File: config.mk
export PLATFORM = sky130hd
export DESIGN_NAME = recirc_cdc_tx_sched_flat
export DESIGN_NICKNAME = d
export VERILOG_FILES = /design/src/rtl/recirc_cdc_tx_sched_if.sv /design/src/rtl/recirc_cdc_tx_sched.sv /design/src/flat_wrapper.sv
export SDC_FILE = /design/constraint.sdc
export NUM_CORES = 1
export LEC_CHECK = 0
export CAP_MARGIN = 40
export CORE_MARGIN = 4
export CORE_UTILIZATION = 36
export CTS_CLUSTER_SIZE = 20
export DETAILED_ROUTE_END_ITERATION = 10
export PLACE_DENSITY = 0.65
export SLEW_MARGIN = 0
export SYNTH_ARGS = -nofsm -noshare
export SYNTH_HDL_FRONTEND = slang
export SYNTH_SLANG_ARGS = --single-unit
File: constraint.sdc
create_clock -name clk1 -period 2.71 [get_ports clk1]
set_input_delay 0.542 -clock clk1 [delete_from_list [all_inputs] [get_ports clk1]]
set_output_delay 0.542 -clock clk1 [all_outputs]
set_load 0.03 [all_outputs]
File: src/rtl/recirc_cdc_tx_sched_if.sv
// Handshake bundle between the recirculation CDC scheduler and its requesters / clk2 receiver.
// master = scheduler side, slave = requesters plus receiver side.
interface recirc_cdc_tx_sched_if #(
    parameter int NUM_REQ = 4,
    parameter int DATA_W  = 8,
    parameter int ID_W    = 2
);
    logic [NUM_REQ-1:0]        req;
    logic [NUM_REQ*DATA_W-1:0] req_data;
    logic [NUM_REQ-1:0]        gnt;
    logic [DATA_W-1:0]         cdc_data;
    logic [ID_W-1:0]           cdc_id;
    logic                      cdc_en;
    logic                      cdc_ack_async;
    logic                      busy;
    logic                      timeout_err;
    logic                      err_clr;

    modport master (
        input  req, req_data, cdc_ack_async, err_clr,
        output gnt, cdc_data, cdc_id, cdc_en, busy, timeout_err
    );

    modport slave (
        output req, req_data, cdc_ack_async, err_clr,
        input  gnt, cdc_data, cdc_id, cdc_en, busy, timeout_err
    );
endinterface

File: src/rtl/recirc_cdc_tx_sched.sv
// Source-side (clk1) round-robin scheduler driving a 4-phase enable/ack CDC channel.
// Grant one edge after req; cdc_en one edge later; a stuck or dead receiver is aborted by timeout.
module recirc_cdc_tx_sched #(
    parameter int NUM_REQ = 4,
    parameter int DATA_W  = 8,
    parameter int ID_W    = 2,
    parameter int TIMEOUT = 255
) (
    input  logic                  clk1,
    input  logic                  rst_clk1,
    recirc_cdc_tx_sched_if.master bus
);

    localparam int CNT_W = (TIMEOUT > 0) ? $clog2(TIMEOUT + 1) : 1;

    typedef enum logic [1:0] {S_IDLE, S_SETUP, S_REQ, S_DROP} state_t;

    state_t             state, state_nxt;
    logic               ack_meta, ack_s;
    logic [ID_W-1:0]    rr_ptr, rr_ptr_nxt;
    logic [CNT_W-1:0]   to_cnt, to_cnt_nxt;
    logic               to_fire;
    logic               grant;

    logic               win_vld, hi_vld;
    logic [ID_W-1:0]    win_idx, hi_idx, lo_idx;
    logic [DATA_W-1:0]  win_data;

    logic [NUM_REQ-1:0] gnt_q, gnt_nxt;
    logic [DATA_W-1:0]  data_q, data_nxt;
    logic [ID_W-1:0]    id_q, id_nxt;
    logic               en_q, en_nxt;
    logic               busy_q, busy_nxt;
    logic               err_q, err_nxt;

    // Receiver ack is a level from clk2; only the synchronized copy is used.
    always_ff @(posedge clk1 or posedge rst_clk1) begin
        if (rst_clk1) begin
            ack_meta <= 1'b0;
            ack_s    <= 1'b0;
        end else begin
            ack_meta <= bus.cdc_ack_async;
            ack_s    <= ack_meta;
        end
    end

    // Descending scan: the last hit is the lowest index, overall and at/after rr_ptr.
    always_comb begin
        hi_vld  = 1'b0;
        hi_idx  = '0;
        win_vld = 1'b0;
        lo_idx  = '0;
        for (int i = NUM_REQ - 1; i >= 0; i--) begin
            if (bus.req[i]) begin
                win_vld = 1'b1;
                lo_idx  = ID_W'(i);
                if (i >= int'(rr_ptr)) begin
                    hi_vld = 1'b1;
                    hi_idx = ID_W'(i);
                end
            end
        end
        win_idx = hi_vld ? hi_idx : lo_idx;
    end

    always_comb begin
        win_data = '0;
        for (int i = 0; i < NUM_REQ; i++) begin
            if (win_idx == ID_W'(i)) begin
                win_data = bus.req_data[i*DATA_W +: DATA_W];
            end
        end
    end

    always_comb begin
        to_fire = 1'b0;
        if (TIMEOUT != 0 && to_cnt == CNT_W'(TIMEOUT - 1)) begin
            if ((state == S_REQ && !ack_s) || (state == S_DROP && ack_s)) begin
                to_fire = 1'b1;
            end
        end
    end

    assign grant = (state == S_IDLE) && win_vld && !ack_s;

    // Next-state logic.
    always_comb begin
        state_nxt = state;
        case (state)
            S_IDLE:  if (grant) state_nxt = S_SETUP;
            S_SETUP: state_nxt = S_REQ;
            S_REQ: begin
                if (ack_s)        state_nxt = S_DROP;
                else if (to_fire) state_nxt = S_IDLE;
            end
            S_DROP:  if (!ack_s || to_fire) state_nxt = S_IDLE;
            default: state_nxt = S_IDLE;
        endcase
    end

    // Output / datapath next values; everything visible is registered below.
    always_comb begin
        gnt_nxt    = '0;
        data_nxt   = data_q;
        id_nxt     = id_q;
        rr_ptr_nxt = rr_ptr;
        if (grant) begin
            gnt_nxt    = NUM_REQ'(1) << win_idx;
            data_nxt   = win_data;
            id_nxt     = win_idx;
            rr_ptr_nxt = (win_idx == ID_W'(NUM_REQ - 1)) ? '0 : win_idx + ID_W'(1);
        end
        en_nxt   = (state_nxt == S_REQ);
        busy_nxt = (state_nxt != S_IDLE);
        err_nxt  = to_fire ? 1'b1 : (bus.err_clr ? 1'b0 : err_q);
        if (state_nxt != state) begin
            to_cnt_nxt = '0;
        end else if (state == S_REQ || state == S_DROP) begin
            to_cnt_nxt = to_cnt + CNT_W'(1);
        end else begin
            to_cnt_nxt = '0;
        end
    end

    always_ff @(posedge clk1 or posedge rst_clk1) begin
        if (rst_clk1) begin
            state  <= S_IDLE;
            rr_ptr <= '0;
            to_cnt <= '0;
            gnt_q  <= '0;
            data_q <= '0;
            id_q   <= '0;
            en_q   <= 1'b0;
            busy_q <= 1'b0;
            err_q  <= 1'b0;
        end else begin
            state  <= state_nxt;
            rr_ptr <= rr_ptr_nxt;
            to_cnt <= to_cnt_nxt;
            gnt_q  <= gnt_nxt;
            data_q <= data_nxt;
            id_q   <= id_nxt;
            en_q   <= en_nxt;
            busy_q <= busy_nxt;
            err_q  <= err_nxt;
        end
    end

    assign bus.gnt         = gnt_q;
    assign bus.cdc_data    = data_q;
    assign bus.cdc_id      = id_q;
    assign bus.cdc_en      = en_q;
    assign bus.busy        = busy_q;
    assign bus.timeout_err = err_q;

endmodule

File: src/flat_wrapper.sv
// flat-port wrapper written by rule: the top's interface ports become plain ports
module recirc_cdc_tx_sched_flat 
#(
    parameter int NUM_REQ = 4,
    parameter int DATA_W  = 8,
    parameter int ID_W    = 2,
    parameter int TIMEOUT = 255
)
  (clk1, rst_clk1, bus_req, bus_req_data, bus_cdc_ack_async, bus_err_clr, bus_gnt, bus_cdc_data, bus_cdc_id, bus_cdc_en, bus_busy, bus_timeout_err);
  recirc_cdc_tx_sched_if #(.NUM_REQ(NUM_REQ), .DATA_W(DATA_W), .ID_W(ID_W)) bus_i ();
  input  logic clk1;
  input  logic rst_clk1;
  input wire logic [$bits(bus_i.req)-1:0] bus_req;
  input wire logic [$bits(bus_i.req_data)-1:0] bus_req_data;
  input wire logic [$bits(bus_i.cdc_ack_async)-1:0] bus_cdc_ack_async;
  input wire logic [$bits(bus_i.err_clr)-1:0] bus_err_clr;
  output wire logic [$bits(bus_i.gnt)-1:0] bus_gnt;
  output wire logic [$bits(bus_i.cdc_data)-1:0] bus_cdc_data;
  output wire logic [$bits(bus_i.cdc_id)-1:0] bus_cdc_id;
  output wire logic [$bits(bus_i.cdc_en)-1:0] bus_cdc_en;
  output wire logic [$bits(bus_i.busy)-1:0] bus_busy;
  output wire logic [$bits(bus_i.timeout_err)-1:0] bus_timeout_err;
  assign bus_i.req = bus_req;
  assign bus_i.req_data = bus_req_data;
  assign bus_i.cdc_ack_async = bus_cdc_ack_async;
  assign bus_i.err_clr = bus_err_clr;
  assign bus_gnt = bus_i.gnt;
  assign bus_cdc_data = bus_i.cdc_data;
  assign bus_cdc_id = bus_i.cdc_id;
  assign bus_cdc_en = bus_i.cdc_en;
  assign bus_busy = bus_i.busy;
  assign bus_timeout_err = bus_i.timeout_err;
  recirc_cdc_tx_sched #(.NUM_REQ(NUM_REQ), .DATA_W(DATA_W), .ID_W(ID_W), .TIMEOUT(TIMEOUT)) u_core (.clk1(clk1), .rst_clk1(rst_clk1), .bus(bus_i));
endmodule
==> results of run 1 <==
synth_stat cells, types with 3 or more instances:
cell type | n | area [um2]
dfrtp_1 | 31 | 776
a21oi_1 | 22 | 110
inv_1 | 16 | 60.1
nand2_1 | 14 | 52.6
a221o_1 | 8 | 80.1
nand3b_1 | 8 | 60.1
a31oi_1 | 6 | 37.5
ha_1 | 6 | 75.1
nor2_1 | 6 | 22.5
clkbuf_1 | 5 | 18.8
nand3_1 | 5 | 25.0
nor3_1 | 4 | 20.0
a21boi_0 | 3 | 22.5
and3_1 | 3 | 18.8
nand2b_1 | 3 | 18.8
o21ai_0 | 3 | 15.0
final timing paths:
kind	slack, ns	from	to
setup / recovery	0.19	bus_req[3]	u_core.bus.cdc_data[6]$_DFFE_PP0P_
hold / removal	0.35	u_core.ack_meta$_DFF_PP0_	u_core.ack_s$_DFF_PP0_
setup reg to reg	0.53	u_core.rr_ptr[1]$_DFFE_PP0P_	u_core.bus.cdc_data[6]$_DFFE_PP0P_
hold reg to reg	0.35	u_core.ack_meta$_DFF_PP0_	u_core.ack_s$_DFF_PP0_
max in group asynchronous	1.50	rst_clk1	u_core.state[1]$_DFF_PP0_
min in group asynchronous	0.58	rst_clk1	u_core.bus.cdc_id[0]$_DFFE_PP0P_
stage by stage:
step	utilization, %	power [mW]	setup slack [ns]	setup TNS (ns)	hold WS (ns)
floorplan	-	1.44	0.377	0	0.331
global placement	53.8	1.92	-0.133	-0.946	0.334
detailed placement	53.8	1.94	-0.182	-1.56	0.345
CTS	55.8	2.31	0.0937	0	0.349
global route	56.0	2.47	0.0768	0	0.357
finish	56.0	2.30	0.187	0	0.348
area by class of cell:
class	instances	share of cell area, %
Clock inverter	1	0.199
Timing Repair Buffer	71	27.2
Inverter	16	2.38
Sequential cell	31	30.8
Multi-Input combinational cell	123	33.6
Tap cell	52	2.58
Clock buffer	6	3.28
layer usage:
metal / vias to the layer above / part of all wire (%)
met3: 7 / 6.7
met2: 44 / 48
met4: 0 / 1.5
met5: - / 0
met1: 727 / 44
li1: 789 / -
layout by cell type (no fill, tap or decap), types with 6 or more instances in the layout:
master,n
clkbuf_8,6
a221o_1,8
buf_4,14
a31oi_1,6
a21oi_1,22
inv_1,16
nand2_1,14
nor2_1,6
nand3b_1,8
dfrtp_1,31
clkdlybuf4s50_1,56
report_power, final:
group / total (mW) / switching (mW) / leakage, nW / internal, mW
registers: 0.724 / 0.123 / 0.387 / 0.601
clock network: 0.362 / 0.163 / 0.0470 / 0.199
logic: 1.22 / 0.630 / 0.623 / 0.585
total: 2.30 / 0.917 / 1.06 / 1.38
flip-flops by register name (all words and copies together) (netlist names):
signal and count:
u_core.bus.gnt 4, u_core.rr_ptr 2, u_core.bus.cdc_data 8, u_core.state 2
u_core.ack_meta 1, u_core.to_cnt 8, u_core.ack_s 1, u_core.bus.busy 1
u_core.bus.cdc_id 2, u_core.bus.timeout_err 1, u_core.bus.cdc_en 1
logic make-up (layout without fill, tap and decap cells):
group	Yosys count	after routing	synth area share, %
DFF	31	31	45.0
AOI/OAI and AO/OA	57	57	23.1
xor gates and xnor gates	4	4	2.03
and+or+nand+nor	54	54	17.6
muxes	2	2	1.16
adders and majority gates	6	6	4.36
buffers and inverters	26	94	6.68
repair_timing:
| action | CTS | global route |
|---|---|---|
| setup buffers | 0 | 0 |
| setup endpoints to repair | 0 | 9 |
| gates resized for setup | 0 | 3 |
==> flow_summary.yaml, run 1 <==
setup_path:
  worst_ep_arrival_time_ns: 2.73
  path_cells: "clkdlybuf4s50_1, nand4b_1, o21ai_0, or3_1, ha_2, nand3b_1, a221o_1, a31oi_1"
  crit_buf_inv: 1
  critical_path_class: "primary input to flop"
  startpoint_type: "primary input"
  worstSetupEndpointType: "flop"
  cpPeakStageDelay_ns: 0.53
  required_ns: 2.91
  crit_cells: 8
  r2r_cells: 7
  critPathMaxFanout: 14
  crit_family: "simple AND/OR/NAND/NOR gates"
  worst_path_max_delay_cell: "clkdlybuf4s50_1"
floorplan:
  fp.dieW_um: 77.2
  dieArea_mm2: 0.00596
  io_pins: 57
  rows: 24
  core_area_mm2: 0.00450
  die_h_um: 77.2
  initial_core_util_pct: 38.2
grt:
  grt_antenna_before_repair: 0
  grt_pass1_vias: 1627
  grt_overflow: 0
  grt.met1_usage_pct: 19.2
  grt_use_met3_pct: 4.80
  grt_use_met2_pct: 25.8
  grt_pass1_wl_um: 7480
  top_usage_layer: "met2"
  grtUsageTotal_pct: 15.6
  grt_max_degree: 21
power:
  ir_drop_mv: 0.319
  p_leak_nw: 1.06
  power_density_mw_per_mm2: 913
finish:
  drive_gt1_share_pct: 12.9
  syn_to_final_growth_pct: 46.3
  final-instance-count-excl-fill: 300
  multi_input_area_um2: 847
  antenna_cells: 0
  final-seq-area_um2: 776
  final_net_count: 294
  n_fill_cell: 417
  fin_area_mm2: 0.00252
timing:
  rsz0062_at_grt: "false"
  clock.fmax_mhz: 396
  finalSetupViolations: 0
  max_slew_margin_pct: 46.9
  post-route-period-util_pct: 93.1
  finClkSkew_ns: 0.00257
  maxSlewViolCount: 0
  fin_crit_ns: 2.52
  tightestPinTransition_ns: 0.784
  hold_viol_final: 0
placed_design:
  detailed_place_hpwl_um: 3270
  dpl_cell_area_mm2: 0.00242
  port_buffers: 56
  dp.cells: 293
  gp_congestion: 0.809
hold_path:
  hold_path.class: "flop to flop"
  whs_path_depth: 0
synth:
  ys_types: 44
  ys_ff_latch: 31
  synth_area_mm2: 0.00172
  synthArstFlopShare_pct: 100
  ys_warn_count: 0
  synth_cells: 180
  synth_area_per_cell_um2: 9.57
  synth-edff-count: 0
  synth_fp_nets: 226
  ys.flop_type: "dfrtp_1"
  yosysSeqAreaShare_pct: 45.0
status:
  status: "complete, no violations"
route:
  routed_wl_um: 4320
  route.detailed.drc: 0
  drt-wirelength-per-cell_um: 14.4
  drtPass1Iterations: 4
  drt_iter0_drc: 49
  detail-route-antenna-nets: 0
  vias: 1567
  viasPerCell: 5.22
flow_run:
  cap_viol_max_count: 0
clock_tree:
  cts_num_sinks: 31
  cts_tree: "done"
  clock_latency_ns: 0.28
  clkTransAtPathRegs_ns: 0.06
  cts_hold_buf: 0
  clk_path_buf_depth: 2
  ctsRootBufferMaster: "clkbuf_8"
  htree_levels: 2
  cts_buffers: 5
No activity file was read; power rests on OpenSTA's default activity.
==> run 2, diff against run 1 <==
Settings changed: PLACE_DENSITY 0.65 to not set, PLACE_DENSITY_LB_ADDON set to 0.25, TNS_END_PERCENT set to 20.
==> run 2 against run 1 <==
  * Sequential power hardly changed
  * Combinational power hardly changed
  * Critical path type unchanged
  * Highest routed layer is now met3
  * Non-clock buffer count is 5 higher
==> flow_summary.yaml, run 2 (synthesis gave the netlist of run 1 again) <==
grt:
  grt_antenna_before_repair: 0
  grt_pass1_vias: 1566
  grt_pass1_wl_um: 7110
  grt_overflow: 0
  grt_max_degree: 23
  grtUsageTotal_pct: 14.8
clock_tree:
  cts-resized-gates: 0
  clk_path_buf_depth: 2
  cts_tree: "done"
  clkTransAtPathRegs_ns: 0.06
  cts_buffers: 5
  cts_num_sinks: 31
  clock_latency_ns: 0.28
  cts_hold_buf: 0
  ctsRootBufferMaster: "clkbuf_8"
  cts_setup_buffers: 0
  htree_levels: 2
timing:
  finalSetupViolations: 0
  rsz0062_at_grt: "false"
  maxSlewViolCount: 0
  hold_viol_final: 0
  clock.fmax_mhz: 392
  max_slew_margin_pct: 42.8
  fin_crit_ns: 2.55
  finClkSkew_ns: 0.00455
  setup_ws_ns: 0.158
  tightestPinTransition_ns: 0.845
  post-route-period-util_pct: 94.2
finish:
  final_net_count: 299
  drive_gt1_share_pct: 13.0
  fin_area_mm2: 0.00256
  mostFrequentLayoutCells: "clkdlybuf4s50_1, dfrtp_1, a21oi_1, buf_4, inv_1"
  syn_to_final_growth_pct: 48.4
  antenna_cells: 0
  final_common_cell: "clkdlybuf4s50_1"
hold_path:
  whs_path_depth: 0
  hold_path.class: "flop to flop"
power:
  power_mw: 2.35
  power_density_mw_per_mm2: 919
  p_leak_nw: 1.09
  ir_drop_mv: 0.428
route:
  route.detailed.drc: 0
  detail-route-antenna-nets: 0
  drtPass1Iterations: 4
  drt-wirelength-per-cell_um: 13.8
  vias: 1597
  viasPerCell: 5.22
  routed_wl_um: 4220
  drt_iter0_drc: 33
floorplan:
  rows: 24
  fp.dieW_um: 77.2
  core_area_mm2: 0.00450
  dieArea_mm2: 0.00596
  initial_core_util_pct: 38.2
  io_pins: 57
  die_h_um: 77.2
setup_path:
  worstSetupEndpointType: "flop"
  worst_ep_arrival_time_ns: 2.76
  r2r_cells: 7
  startpoint_type: "primary input"
  critical_path_class: "primary input to flop"
  required_ns: 2.92
  worst_path_max_delay_cell: "clkdlybuf4s50_1"
  critPathMaxFanout: 16
  cpPeakStageDelay_ns: 0.50
  path_cells: "clkdlybuf4s50_1, nand4b_1, o21ai_0, or3_1, ha_1, nand3b_1, a221o_1, a31oi_2"
placed_design:
  detailed_place_hpwl_um: 3250
  dp_slack_ns: -0.141
  port_buffers: 56
  dpl_cell_area_mm2: 0.00246
  gp_congestion: 0.764
flow_run:
  cap_viol_max_count: 0
status:
  status: "complete, no violations"
==> run 2: changes by cell type in the layout (fill, tap and decap cells not counted), sizes merged <==
cell    delta
clkbuf     +2
buf        +5
clkinv     -1
==> run 2: critical path: cells and delay by family <==
family	cells	cell delay, ns
AND/OR/NAND/NOR	3	0.77
AO/OA/AOI/OAI	3	0.56
buffers and inverters	1	0.50
adder cells (fa/ha/maj)	1	0.38
==> run 2: worst paths after layout <==
| kind | from | to | slack [ns] |
|---|---|---|---|
| max | bus_req[3] | u_core.bus.cdc_data[2]$_DFFE_PP0P_ | 0.16 |
| min | u_core.ack_meta$_DFF_PP0_ | u_core.ack_s$_DFF_PP0_ | 0.36 |
| max reg2reg | u_core.rr_ptr[1]$_DFFE_PP0P_ | u_core.bus.cdc_data[2]$_DFFE_PP0P_ | 0.46 |
| min reg2reg | u_core.ack_meta$_DFF_PP0_ | u_core.ack_s$_DFF_PP0_ | 0.36 |
| max in group asynchronous | rst_clk1 | u_core.bus.gnt[3]$_DFF_PP0_ | 1.55 |
| min in group asynchronous | rst_clk1 | u_core.bus.cdc_data[6]$_DFFE_PP0P_ | 0.54 |
==> run 2: layout make-up <==
class,count,area (um2)
multi-input cells,123,832
inverters,16,60.1
well taps,52,65.1
fillers,416,1950
flip-flops and latches,31,776
repair buffers,76,723
clock buffers,8,100
==> run 2: routing by layer <==
| metal | up-vias | track usage, % | routed length, um |
|---|---|---|---|
| met1 | 749 | 18.2 | 1830 |
| met5 | - | 0 | 0 |
| met3 | 0 | 5.97 | 308 |
| met2 | 46 | 24.4 | 2080 |
| met4 | 0 | 3.20 | 0 |
| li1 | 802 | - | - |
==> run 2: metrics by stage <==
stage	hold WS [ns]	std cells	TNS (ns)	utilization (%)
after floorplan	0.331	180	0	-
after global placement	0.335	298	-0.785	54.5
after detailed placement	0.345	298	-1.05	54.5
after CTS	0.359	306	0	56.8
after global routing	0.360	306	0	56.8
final	0.357	306	0	56.8
==> run 2: power by group <==
| group | internal, mW | switching, mW |
|---|---|---|
| combinational | 0.605 | 0.620 |
| clock | 0.232 | 0.171 |
| sequential | 0.601 | 0.120 |
==> run 3, diff against run 2 <==
Settings changed: CORE_UTILIZATION 36 to 35, DONT_BUFFER_PORTS set to 1.
==> run 3 against run 2 <==
  * Setup slack improved by 0.15 ns
  * Design area fell by 27%
  * Die area up 2.6%
  * Non-clock buffer count shrank 73
  * Largest power group is now sequential cells
==> flow_summary.yaml, run 3 (synthesis gave the netlist of run 1 again) <==
placed_design:
  dp_slack_ns: 0.227
  gp_congestion: 0.853
  dp.cells: 240
  port_buffers: 0
  detailed_place_hpwl_um: 3090
route:
  vias: 1373
  m1WireLength_um: 1830
  detail-route-antenna-nets: 0
  wl_met3_um: 340
  drtPass1Iterations: 4
  wl_met2_um: 1740
  route.detailed.drc: 0
  viasPerCell: 5.54
  maxUsedRoutingLayer: "met4"
  drt-wirelength-per-cell_um: 16.1
  routed_wl_um: 4000
  drt_iter0_drc: 103
setup_path:
  startpoint_type: "flop"
  worst_ep_arrival_time_ns: 2.61
  required_ns: 2.92
  worstSetupEndpointType: "flop"
  critPathMaxFanout: 17
  critical_path_class: "flop to flop"
finish:
  final-instance-count-excl-fill: 248
  mostFrequentLayoutCells: "dfrtp_1, a21oi_1, inv_1, nand2_1"
  drive_gt1_share_pct: 9.39
  final_net_count: 226
  multi_input_area_um2: 832
  n_fill_cell: 504
  antenna_cells: 0
  final-seq-area_um2: 776
  final_common_cell: "dfrtp_1"
  syn_to_final_growth_pct: 9.01
timing:
  rsz0062_at_grt: "false"
  finClkSkew_ns: 0.00322
  max_slew_margin_pct: 48.4
  setup_tns_ns: 0
  post-route-period-util_pct: 88.6
  setup_ws_ns: 0.310
  hold_viol_final: 0
  clock.fmax_mhz: 417
  fin_crit_ns: 2.40
  maxSlewViolCount: 0
  finalSetupViolations: 0
  tightestPinTransition_ns: 0.761
power:
  ir_drop_mv: 0.368
  p_leak_nw: 0.781
  power_density_mw_per_mm2: 1070
  power_mw: 2.01
floorplan:
  die_h_um: 78.2
  rows: 25
  core_area_mm2: 0.00475
  initial_core_util_pct: 36.2
  dieArea_mm2: 0.00611
  fp.dieW_um: 78.2
  io_pins: 57
flow_run:
  cap_viol_max_count: 0
grt:
  grt_pass1_wl_um: 7020
  grt_pass1_vias: 1444
  grt_overflow: 0
  grt_antenna_before_repair: 0
  grtUsageTotal_pct: 14.5
  grt_max_degree: 18
clock_tree:
  cts_setup_buffers: 0
  clk_path_buf_depth: 2
  ctsRootBufferMaster: "clkbuf_8"
  cts_num_sinks: 31
  cts-resized-gates: 0
  clock_latency_ns: 0.28
  cts_tree: "done"
  cts_buffers: 5
  cts_hold_buf: 0
  clkTransAtPathRegs_ns: 0.07
  htree_levels: 2
status:
  status: "complete, no violations"
hold_path:
  hold_path.class: "primary input to asynchronous set/reset pin"
## run 3: changes by cell type in the layout (fill, tap and decap cells not counted)
cell / previous run / this run
clkdlybuf4s50_1: 56 / 0
buf_4: 19 / 3
buf_12: 1 / 0
clkbuf_1: 1 / 0
clkinvlp_4: 0 / 1
## run 3: cell type report
cell class	instances	area share, %
Tap cell	67	4.46
Multi-Input combinational cell	123	44.3
Clock inverter	1	0.400
Inverter	16	3.20
Timing Repair Buffer	3	1.20
Sequential cell	31	41.3
Clock buffer	7	5.13
## run 3: worst paths after layout
kind	cells past startpoint	startpoint	endpoint	slack, ns
max in group asynchronous	2	rst_clk1	u_core.to_cnt[3]$_DFF_PP0_	1.88
setup reg to reg	7	u_core.rr_ptr[1]$_DFFE_PP0P_	u_core.bus.cdc_data[2]$_DFFE_PP0P_	0.31
hold / removal	1	rst_clk1	u_core.ack_s$_DFF_PP0_	0.20
min in group clk1	0	bus_cdc_ack_async	u_core.ack_meta$_DFF_PP0_	0.28
setup / recovery	7	u_core.rr_ptr[1]$_DFFE_PP0P_	u_core.bus.cdc_data[2]$_DFFE_PP0P_	0.31
hold reg to reg	0	u_core.ack_meta$_DFF_PP0_	u_core.ack_s$_DFF_PP0_	0.36
## run 3: power by group
part / total, mW / internal (mW) / switching, mW
clock: 0.405 / 0.231 / 0.175
sequential: 0.928 / 0.598 / 0.330
combinational: 0.672 / 0.301 / 0.372
total: 2.01 / 1.13 / 0.876
## run 3: critical path, cell delays in order (launching register included)
cell      delay (ns)
dfrtp_1         0.46
or3b_2          0.46
o221ai_1        0.17
inv_1           0.12
ha_1            0.37
nand3b_1        0.24
a221o_1         0.33
a31oi_2         0.16
## run 3: routing by layer
| layer | global-route usage, % | vias to the layer above |
|---|---|---|
| li1 | - | 653 |
| met1 | 19.2 | 652 |
| met2 | 21.5 | 60 |
| met3 | 4.13 | 8 |
| met4 | 7.34 | 0 |
| met5 | 0 | - |
## run 3: through the flow
step                hold slack, ns  area (um2)  utilization [%]
floorplan                    0.331        1720                -
global placement             0.337        1770             37.3
detailed placement           0.343        1770             37.3
CTS                          0.211        1880             39.5
global route                 0.238        1880             39.5
finish                       0.198        1880             39.5
